==> src/rtl/mem_dma_copy.sv <==
`default_nettype none
// ============================================================================
// Module      : mem_dma_copy
// Description : Block copy / fill engine driving a single-port data memory
//               with asynchronous read data.
// Revision    : 1.0 - initial release
// ============================================================================
module mem_dma_copy #(
  parameter int p_WORD_LEN = 16,
  parameter int p_ADDR_LEN = 10
) (
  input  logic                  i_clk,
  input  logic                  i_rst_n,
  input  logic                  i_start,
  input  logic                  i_mode,
  input  logic [p_ADDR_LEN-1:0] i_src,
  input  logic [p_ADDR_LEN-1:0] i_dst,
  input  logic [p_ADDR_LEN:0]   i_len,
  input  logic [p_WORD_LEN-1:0] i_fill_data,
  output logic                  o_busy,
  output logic                  o_done,
  output logic [p_ADDR_LEN-1:0] o_mem_addr,
  output logic                  o_mem_wr_en,
  output logic [p_WORD_LEN-1:0] o_mem_wr_data,
  input  logic [p_WORD_LEN-1:0] i_mem_rd_data
);

  localparam logic [p_ADDR_LEN-1:0] c_ADDR_ONE = 1;
  localparam logic [p_ADDR_LEN:0]   c_CNT_ONE  = 1;

  typedef enum logic [1:0] {
    S_IDLE  = 2'd0,
    S_READ  = 2'd1,
    S_WRITE = 2'd2,
    S_DONE  = 2'd3
  } state_t;

  state_t                r_state;
  logic                  r_mode;
  logic [p_ADDR_LEN-1:0] r_src;
  logic [p_ADDR_LEN-1:0] r_dst;
  logic [p_ADDR_LEN:0]   r_cnt;

  // o_mem_wr_data doubles as the word buffer: it holds the fetched word in
  // copy mode and the latched constant in fill mode.
  always_ff @(posedge i_clk or negedge i_rst_n) begin
    if (!i_rst_n) begin
      r_state       <= S_IDLE;
      r_mode        <= 1'b0;
      r_src         <= '0;
      r_dst         <= '0;
      r_cnt         <= '0;
      o_busy        <= 1'b0;
      o_done        <= 1'b0;
      o_mem_addr    <= '0;
      o_mem_wr_en   <= 1'b0;
      o_mem_wr_data <= '0;
    end else begin
      case (r_state)
        S_IDLE: begin
          o_busy      <= 1'b0;
          o_done      <= 1'b0;
          o_mem_wr_en <= 1'b0;
          o_mem_addr  <= '0;
          if (i_start) begin
            r_mode <= i_mode;
            r_src  <= i_src;
            r_dst  <= i_dst;
            r_cnt  <= i_len;
            if (i_len == '0) begin
              r_state <= S_DONE;
              o_done  <= 1'b1;
            end else if (!i_mode) begin
              r_state    <= S_READ;
              o_busy     <= 1'b1;
              o_mem_addr <= i_src;
            end else begin
              r_state       <= S_WRITE;
              o_busy        <= 1'b1;
              o_mem_addr    <= i_dst;
              o_mem_wr_en   <= 1'b1;
              o_mem_wr_data <= i_fill_data;
            end
          end
        end

        S_READ: begin
          r_state       <= S_WRITE;
          o_mem_addr    <= r_dst;
          o_mem_wr_en   <= 1'b1;
          o_mem_wr_data <= i_mem_rd_data;
        end

        S_WRITE: begin
          r_src <= r_src + c_ADDR_ONE;
          r_dst <= r_dst + c_ADDR_ONE;
          r_cnt <= r_cnt - c_CNT_ONE;
          if (r_cnt == c_CNT_ONE) begin
            r_state     <= S_DONE;
            o_busy      <= 1'b0;
            o_done      <= 1'b1;
            o_mem_wr_en <= 1'b0;
            o_mem_addr  <= '0;
          end else if (!r_mode) begin
            r_state     <= S_READ;
            o_mem_wr_en <= 1'b0;
            o_mem_addr  <= r_src + c_ADDR_ONE;
          end else begin
            o_mem_addr <= r_dst + c_ADDR_ONE;
          end
        end

        S_DONE: begin
          r_state <= S_IDLE;
          o_done  <= 1'b0;
        end

        default: begin
          r_state     <= S_IDLE;
          o_busy      <= 1'b0;
          o_done      <= 1'b0;
          o_mem_wr_en <= 1'b0;
          o_mem_addr  <= '0;
        end
      endcase
    end
  end

endmodule
`default_nettype wire
==> config.mk <==
export PLATFORM = sky130hd
export DESIGN_NAME = mem_dma_copy
export DESIGN_NICKNAME = d
export VERILOG_FILES = /design/src/rtl/mem_dma_copy.sv
export SDC_FILE = /design/constraint.sdc
export NUM_CORES = 1
export LEC_CHECK = 0
export CAP_MARGIN = 20
export CELL_PAD_IN_SITES_DETAIL_PLACEMENT = 0
export CELL_PAD_IN_SITES_GLOBAL_PLACEMENT = 1
export CORE_MARGIN = 8
export CORE_UTILIZATION = 37
export CTS_CLUSTER_DIAMETER = 40
export DETAILED_ROUTE_END_ITERATION = 10
export HOLD_SLACK_MARGIN = 0.12
export PLACE_DENSITY_LB_ADDON = 0.1
export SETUP_SLACK_MARGIN = 0.3
export SYNTH_ARGS = -nofsm -noshare
export SYNTH_HDL_FRONTEND = slang
export SYNTH_SLANG_ARGS = --single-unit
==> constraint.sdc <==
create_clock -name i_clk -period 2.5 [get_ports i_clk]
set_input_delay 0.625 -clock i_clk [delete_from_list [all_inputs] [get_ports i_clk]]
set_output_delay 0.625 -clock i_clk [all_outputs]
set_load 0.02 [all_outputs]
After elaboration in Yosys (flattened, before gate mapping)
Cells that the tools add are included.
- bits in latches: 0
- logic and storage cells: 71
- input port bits: 67
- flip-flop bits (word level): 63
- bits in writable memories: 0
- output and inout port bits: 29
- ROM bits: 0
- memories kept: 0
- eq/ne operators: 9
- shift-type cells: 0
- bitwise gates (word level): 0
- reductions and logical operators: 13
- add/sub/neg operators: 3
- multipliers: 0
- div/mod/pow operators: 0
- order comparisons: 0
- multiplexer cells: 36
- operators by type and width (operator ; count):
    two-way mux 10 bit ; 7
    two-way mux 16 bit ; 3
    case mux 10 bit (2 select lines) ; 2
    case mux 16 bit (2 select lines) ; 1
    case mux 10 bit (3 select lines) ; 1
    case mux 11 bit (2 select lines) ; 1
    adder 10 x 1 -> 10 bit (second input constant) ; 2
    AND reduction 2 bit ; 6
    equality test 11 x 1 -> 1 bit (second input constant) ; 1
    zero test 11 bit ; 1
    two-way mux 1 bit ; 11
    two-way mux 11 bit ; 1
    subtractor 11 x 1 -> 11 bit (second input constant) ; 1
    two-way mux 2 bit ; 5
    != test 2 bit (second input constant) ; 4
    case mux 2 bit (4 select lines) ; 1
    case mux 1 bit (3 select lines) ; 2
    nonzero test 3 bit ; 2
    equality test 2 bit (second input constant) ; 2
    AND reduction 4 bit ; 1
    nonzero test 2 bit ; 2
    != test 3 bit (second input constant) ; 1
    equality test 2 x 1 -> 1 bit (second input constant) ; 1
    zero test 2 bit ; 1
    case mux 1 bit (2 select lines) ; 1

Longest topological paths before layout
- word-level depth: 4
- gate-level depth with buffers: 9
- mapped depth without buffers: 7

Worst setup path before layout
OpenSTA, ideal clock, no wires.
- path kind: reg2reg
- from: register r_state[0]
- to: register r_cnt[10]
- cell stages (with the launch flop): 10
- path buffers: 2
- clock period less this slack: 2.154 ns
- setup slack: 0.346 ns
- data required time: 2.363 ns
- data arrival time: 2.017 ns
- setup time: 0.137 ns
- path through: dfrtp_1 inv_1 ha_1 buf_2 clkinv_1 o21ai_1 nand2_1 clkbuf_1 o22ai_1 a21oi_1
- cells in the longest elaborated chain, start to end: 3
- elaborated cells between the ends (all ways): 6
- classes of those cells: eq/ne (2); mux (1); reduce/logical (3)
- ends and longest elaborated chain (what ; RTL line ; source):
    start: declaration ; 38 ; state_t r_state;
    start signal: assignment ; 48 ; r_state <= S_IDLE;
    start signal: assignment ; 71 ; r_state <= S_DONE;
    start signal: assignment ; 74 ; r_state <= S_READ;
    equality test 2 bit / zero test 2 bit (equally long branches) ; 59 ; case (r_state)
    nonzero test 2 bit (no line) / != test 2 bit (equally long branches) ; n/a ;
    AND reduction 2 bit (no line) ; n/a ;
    end signal: assignment ; 69 ; r_cnt <= i_len;
    end signal: assignment ; 97 ; r_cnt <= r_cnt - c_CNT_ONE;
    end: declaration ; 42 ; logic [p_ADDR_LEN:0] r_cnt;
Several ways; a longest one is shown, not always the timed one.
A chain may end at the register's enable or synchronous reset.

Worst setup path in the final report
- from: register r_cnt[1]
- to: register o_mem_addr[1]
- cells in the longest elaborated chain, start to end: 3
- ends and longest elaborated chain (what ; RTL line ; source):
    equality test 11 x 1 -> 1 bit ; 98 ; if (r_cnt == c_CNT_ONE) begin
    two-way mux 10 bit ; 98 ;
    case mux 10 bit (3 select lines) ; 59 ;
    end signal: assignment ; 76 ; o_mem_addr <= i_src;
    end signal: assignment ; 107 ; o_mem_addr <= r_src + c_ADDR_ONE;
    end signal: assignment ; 109 ; o_mem_addr <= r_dst + c_ADDR_ONE;
    end: declaration ; 22 ; output logic [p_ADDR_LEN-1:0] o_mem_addr,
Every way passes these cells.

==> impl_metrics.env <==
export IMPL_status="completed"
export IMPL_grt_pass1_wl_mm=19.5
export IMPL_syn_avg_cell_area_sq_um=8.80
export IMPL_synthesis_nets=512
export IMPL_worst_setup_path_start_kind="register"
export IMPL_rsz0062_at_grt="true"
export IMPL_p_leak_uw=0.00209
export IMPL_layout_cells_non_filler=674
export IMPL_cts_sinks=63
export IMPL_worst_pin_slew_ns=0.854
export IMPL_antenna_found_initial=0
export IMPL_hpwlAfterDp_mm=8.42
export IMPL_layout_common_cells="94 x clkdlybuf4s50_1, 63 x dfrtp_1, 44 x a21oi_1"
export IMPL_reg2reg_to="o_mem_addr[1]"
export IMPL_dr_first_iter_drc_count=188
export IMPL_vias=3654
export IMPL_powerDensity_nw_per_um2=557
export IMPL_nNetsFinal=609
export IMPL_finalCritPeriodShare_pct=89.4
export IMPL_gp_congestion=0.767
export IMPL_drt_pass1_iter_count=4
export IMPL_min_path_type="in -> async"
export IMPL_ys_seq_elements=63
export IMPL_area_delta_synth_final_pct=37.5
export IMPL_maxCapViolations=0
export IMPL_n_antenna_cell=0
export IMPL_crit_path_end_kind="register"
export IMPL_synth_top_area_cell="dfrtp_1"
export IMPL_synthDistinctLibCells=42
export IMPL_io_buffers=95
export IMPL_totalWireLength_mm=11.8
export IMPL_drc=0
export IMPL_slew_limit_headroom_pct=43.0
export IMPL_ys_seq_area_share_pct=41.0
export IMPL_hold_slack_ns=0.358
export IMPL_setup_slack_ns=0.265
export IMPL_tritoncts="built"
export IMPL_drive_gt1_share_pct=11.3
export IMPL_die_h_um=118
export IMPL_routedWlPerCell_um=17.6
export IMPL_vias_per_cell=5.42
export IMPL_die_w_um=118
export IMPL_cts_root_buf="clkbuf_8"
export IMPL_htree_levels=3
export IMPL_mostFrequentLayoutCell="clkdlybuf4s50_1"
export IMPL_worstPathRequired_ns=2.70
export IMPL_fin_crit_ns=2.24
export IMPL_dpl_cell_count=655
export IMPL_drv_slew=0
export IMPL_yosys_top_cells_area="dfrtp_1 41%, mux2i_1 7.8%, a21oi_1 5.9%, o21ai_0 5.2%, o22ai_1 4.1%"
export IMPL_setup_tns_ns=0
export IMPL_fillCellCount=977
export IMPL_syn_area_sq_um=3850
export IMPL_grt_overflow=0
export IMPL_critPathKind="reg -> reg"
export IMPL_r2r_slack_ns=0.26
export IMPL_clk_path_buf_depth=2
export IMPL_ir_drop_uv=355
export IMPL_die_area_sq_um=13900
export IMPL_synthDominantCellAreaShare_pct=41.0
export IMPL_design_portCount=96
export IMPL_initial_core_util_pct=37.6
export IMPL_syn_inst=437
export IMPL_ctsHoldBuffers=0
export IMPL_cts_made_buffers=9
export IMPL_drtAntennaViolNets=0
export IMPL_grt_pass1_vias=3704
export IMPL_cp_data_arrival_time_ns=2.44
export IMPL_core_area_sq_um=10200
export IMPL_grt_max_degree=43
export IMPL_cp_startpoint="r_cnt[1]"
export IMPL_dpl_cell_area_sq_um=5050
export IMPL_endpoint="o_mem_addr[1]"
export IMPL_dp_slack_ns=-0.106
export IMPL_rows=37
export IMPL_max_freq_mhz=447
export IMPL_clkLatencyLatePin_ns=0.35
export IMPL_critPathMaxFanout=7
export IMPL_final_area_sq_um=5290
export IMPL_hold_violations=0
export IMPL_path_clk_slew_ns=0.07
export IMPL_setup_violations=0
export IMPL_r2r_start="r_cnt[1]"
export IMPL_track_usage_pct=17.0
export IMPL_yosys_warnings=0
export IMPL_r2r_cells=7
export IMPL_clock_skew_ns=0.00678
==> metal layers <==
layer  up-vias  track usage, %  wire length, um
met5         -               0                0
met4         0            5.84              150
met3        13            5.32              785
met2       102            26.5             5510
met1      1747            21.7             5390
li1       1792               -                -
==> power by group <==
group	internal (uW)	switching [uW]
combinational	383	339
clock	438	397
sequential	1180	213
==> how the worst min path moves through the flow <==
stage	from	slack, ns	depth (start not counted)	end
after global routing	i_rst_n	0.41	1	r_dst[7]
after CTS	i_rst_n	0.38	1	o_mem_addr[6]
after detailed placement	o_mem_wr_data[15]	0.47	2	o_mem_wr_data[15]
final	i_rst_n	0.36	1	o_mem_addr[6]
after global placement	o_mem_wr_data[15]	0.46	2	o_mem_wr_data[15]
after floorplan	i_rst_n	0.33	0	o_busy
==> worst max-delay path: stages, from the launching register on <==
cell and delay, ns:
dfrtp_1 0.39, inv_2 0.07, ha_1 0.13, or4b_4 0.45, or4_4 0.59, and3_4 0.27, a21oi_2 0.15, a21oi_2 0.04
==> per-stage QoR <==
stage / total power (uW) / util [%]
after floorplan: 1750 / -
after global placement: 2110 / 49.3
after detailed placement: 2130 / 49.3
after CTS: 2970 / 51.1
after global routing: 3120 / 51.7
final: 2950 / 51.7
==> cell usage after synthesis <==
library cell / number
o22ai_1: 25
buf_2: 3
a221oi_1: 9
xor2_1: 6
nand3_1: 26
a2bb2oi_1: 1
clkbuf_1: 28
ha_1: 8
buf_6: 1
or4_4: 1
buf_1: 1
o21ai_0: 40
and2_1: 2
dfrtp_1: 63
a32oi_2: 1
clkinv_1: 1
a21oi_1: 45
nand4_1: 2
or3_1: 2
a311oi_1: 1
a41oi_1: 1
xnor2_1: 6
or4b_1: 1
o31ai_1: 2
nand2_1: 40
nor2_1: 19
mux2_2: 11
nor4_1: 6
o311ai_1: 1
inv_1: 13
a221o_1: 2
mux2i_1: 30
nor3_1: 7
a31oi_1: 3
or4_1: 2
and3_4: 1
o21ai_1: 1
o211ai_1: 8
and3_1: 4
nor2b_1: 10
a21oi_2: 2
nand3b_1: 1
==> registers in the layout (all words and copies together) (netlist names) <==
| name | count |
|---|---|
| r_cnt | 11 |
| o_mem_addr | 10 |
| r_state | 2 |
| o_mem_wr_data | 16 |
| o_busy | 1 |
| r_mode | 1 |
| o_done | 1 |
| r_src | 10 |
| o_mem_wr_en | 1 |
| r_dst | 10 |
==> cells by family after synthesis <==
family	after synthesis	synth area share, %
simple gates	124	15.7
fa+ha+maj	8	2.60
flops	63	41.0
buf+inv	47	4.88
compound gates	142	22.1
xor+xnor	12	2.73
mux	41	11.0
==> cell type report <==
type	instances	area, sq um	area share, %
well taps	136	170	3.22
clock buffers	15	176	3.34
repair buffers	118	1170	22.1
inverters	14	56.3	1.06
flip-flops and latches	63	1580	29.8
multi-input cells	328	2140	40.5
==> repair_timing <==
action                                  CTS  global route
endpoints found under the setup margin   12            37
cloned                                    0             1
buffers inserted                          0             3
pin swaps                                 0             5
resized for setup                         2             6
(Power assumes the default switching activity.)
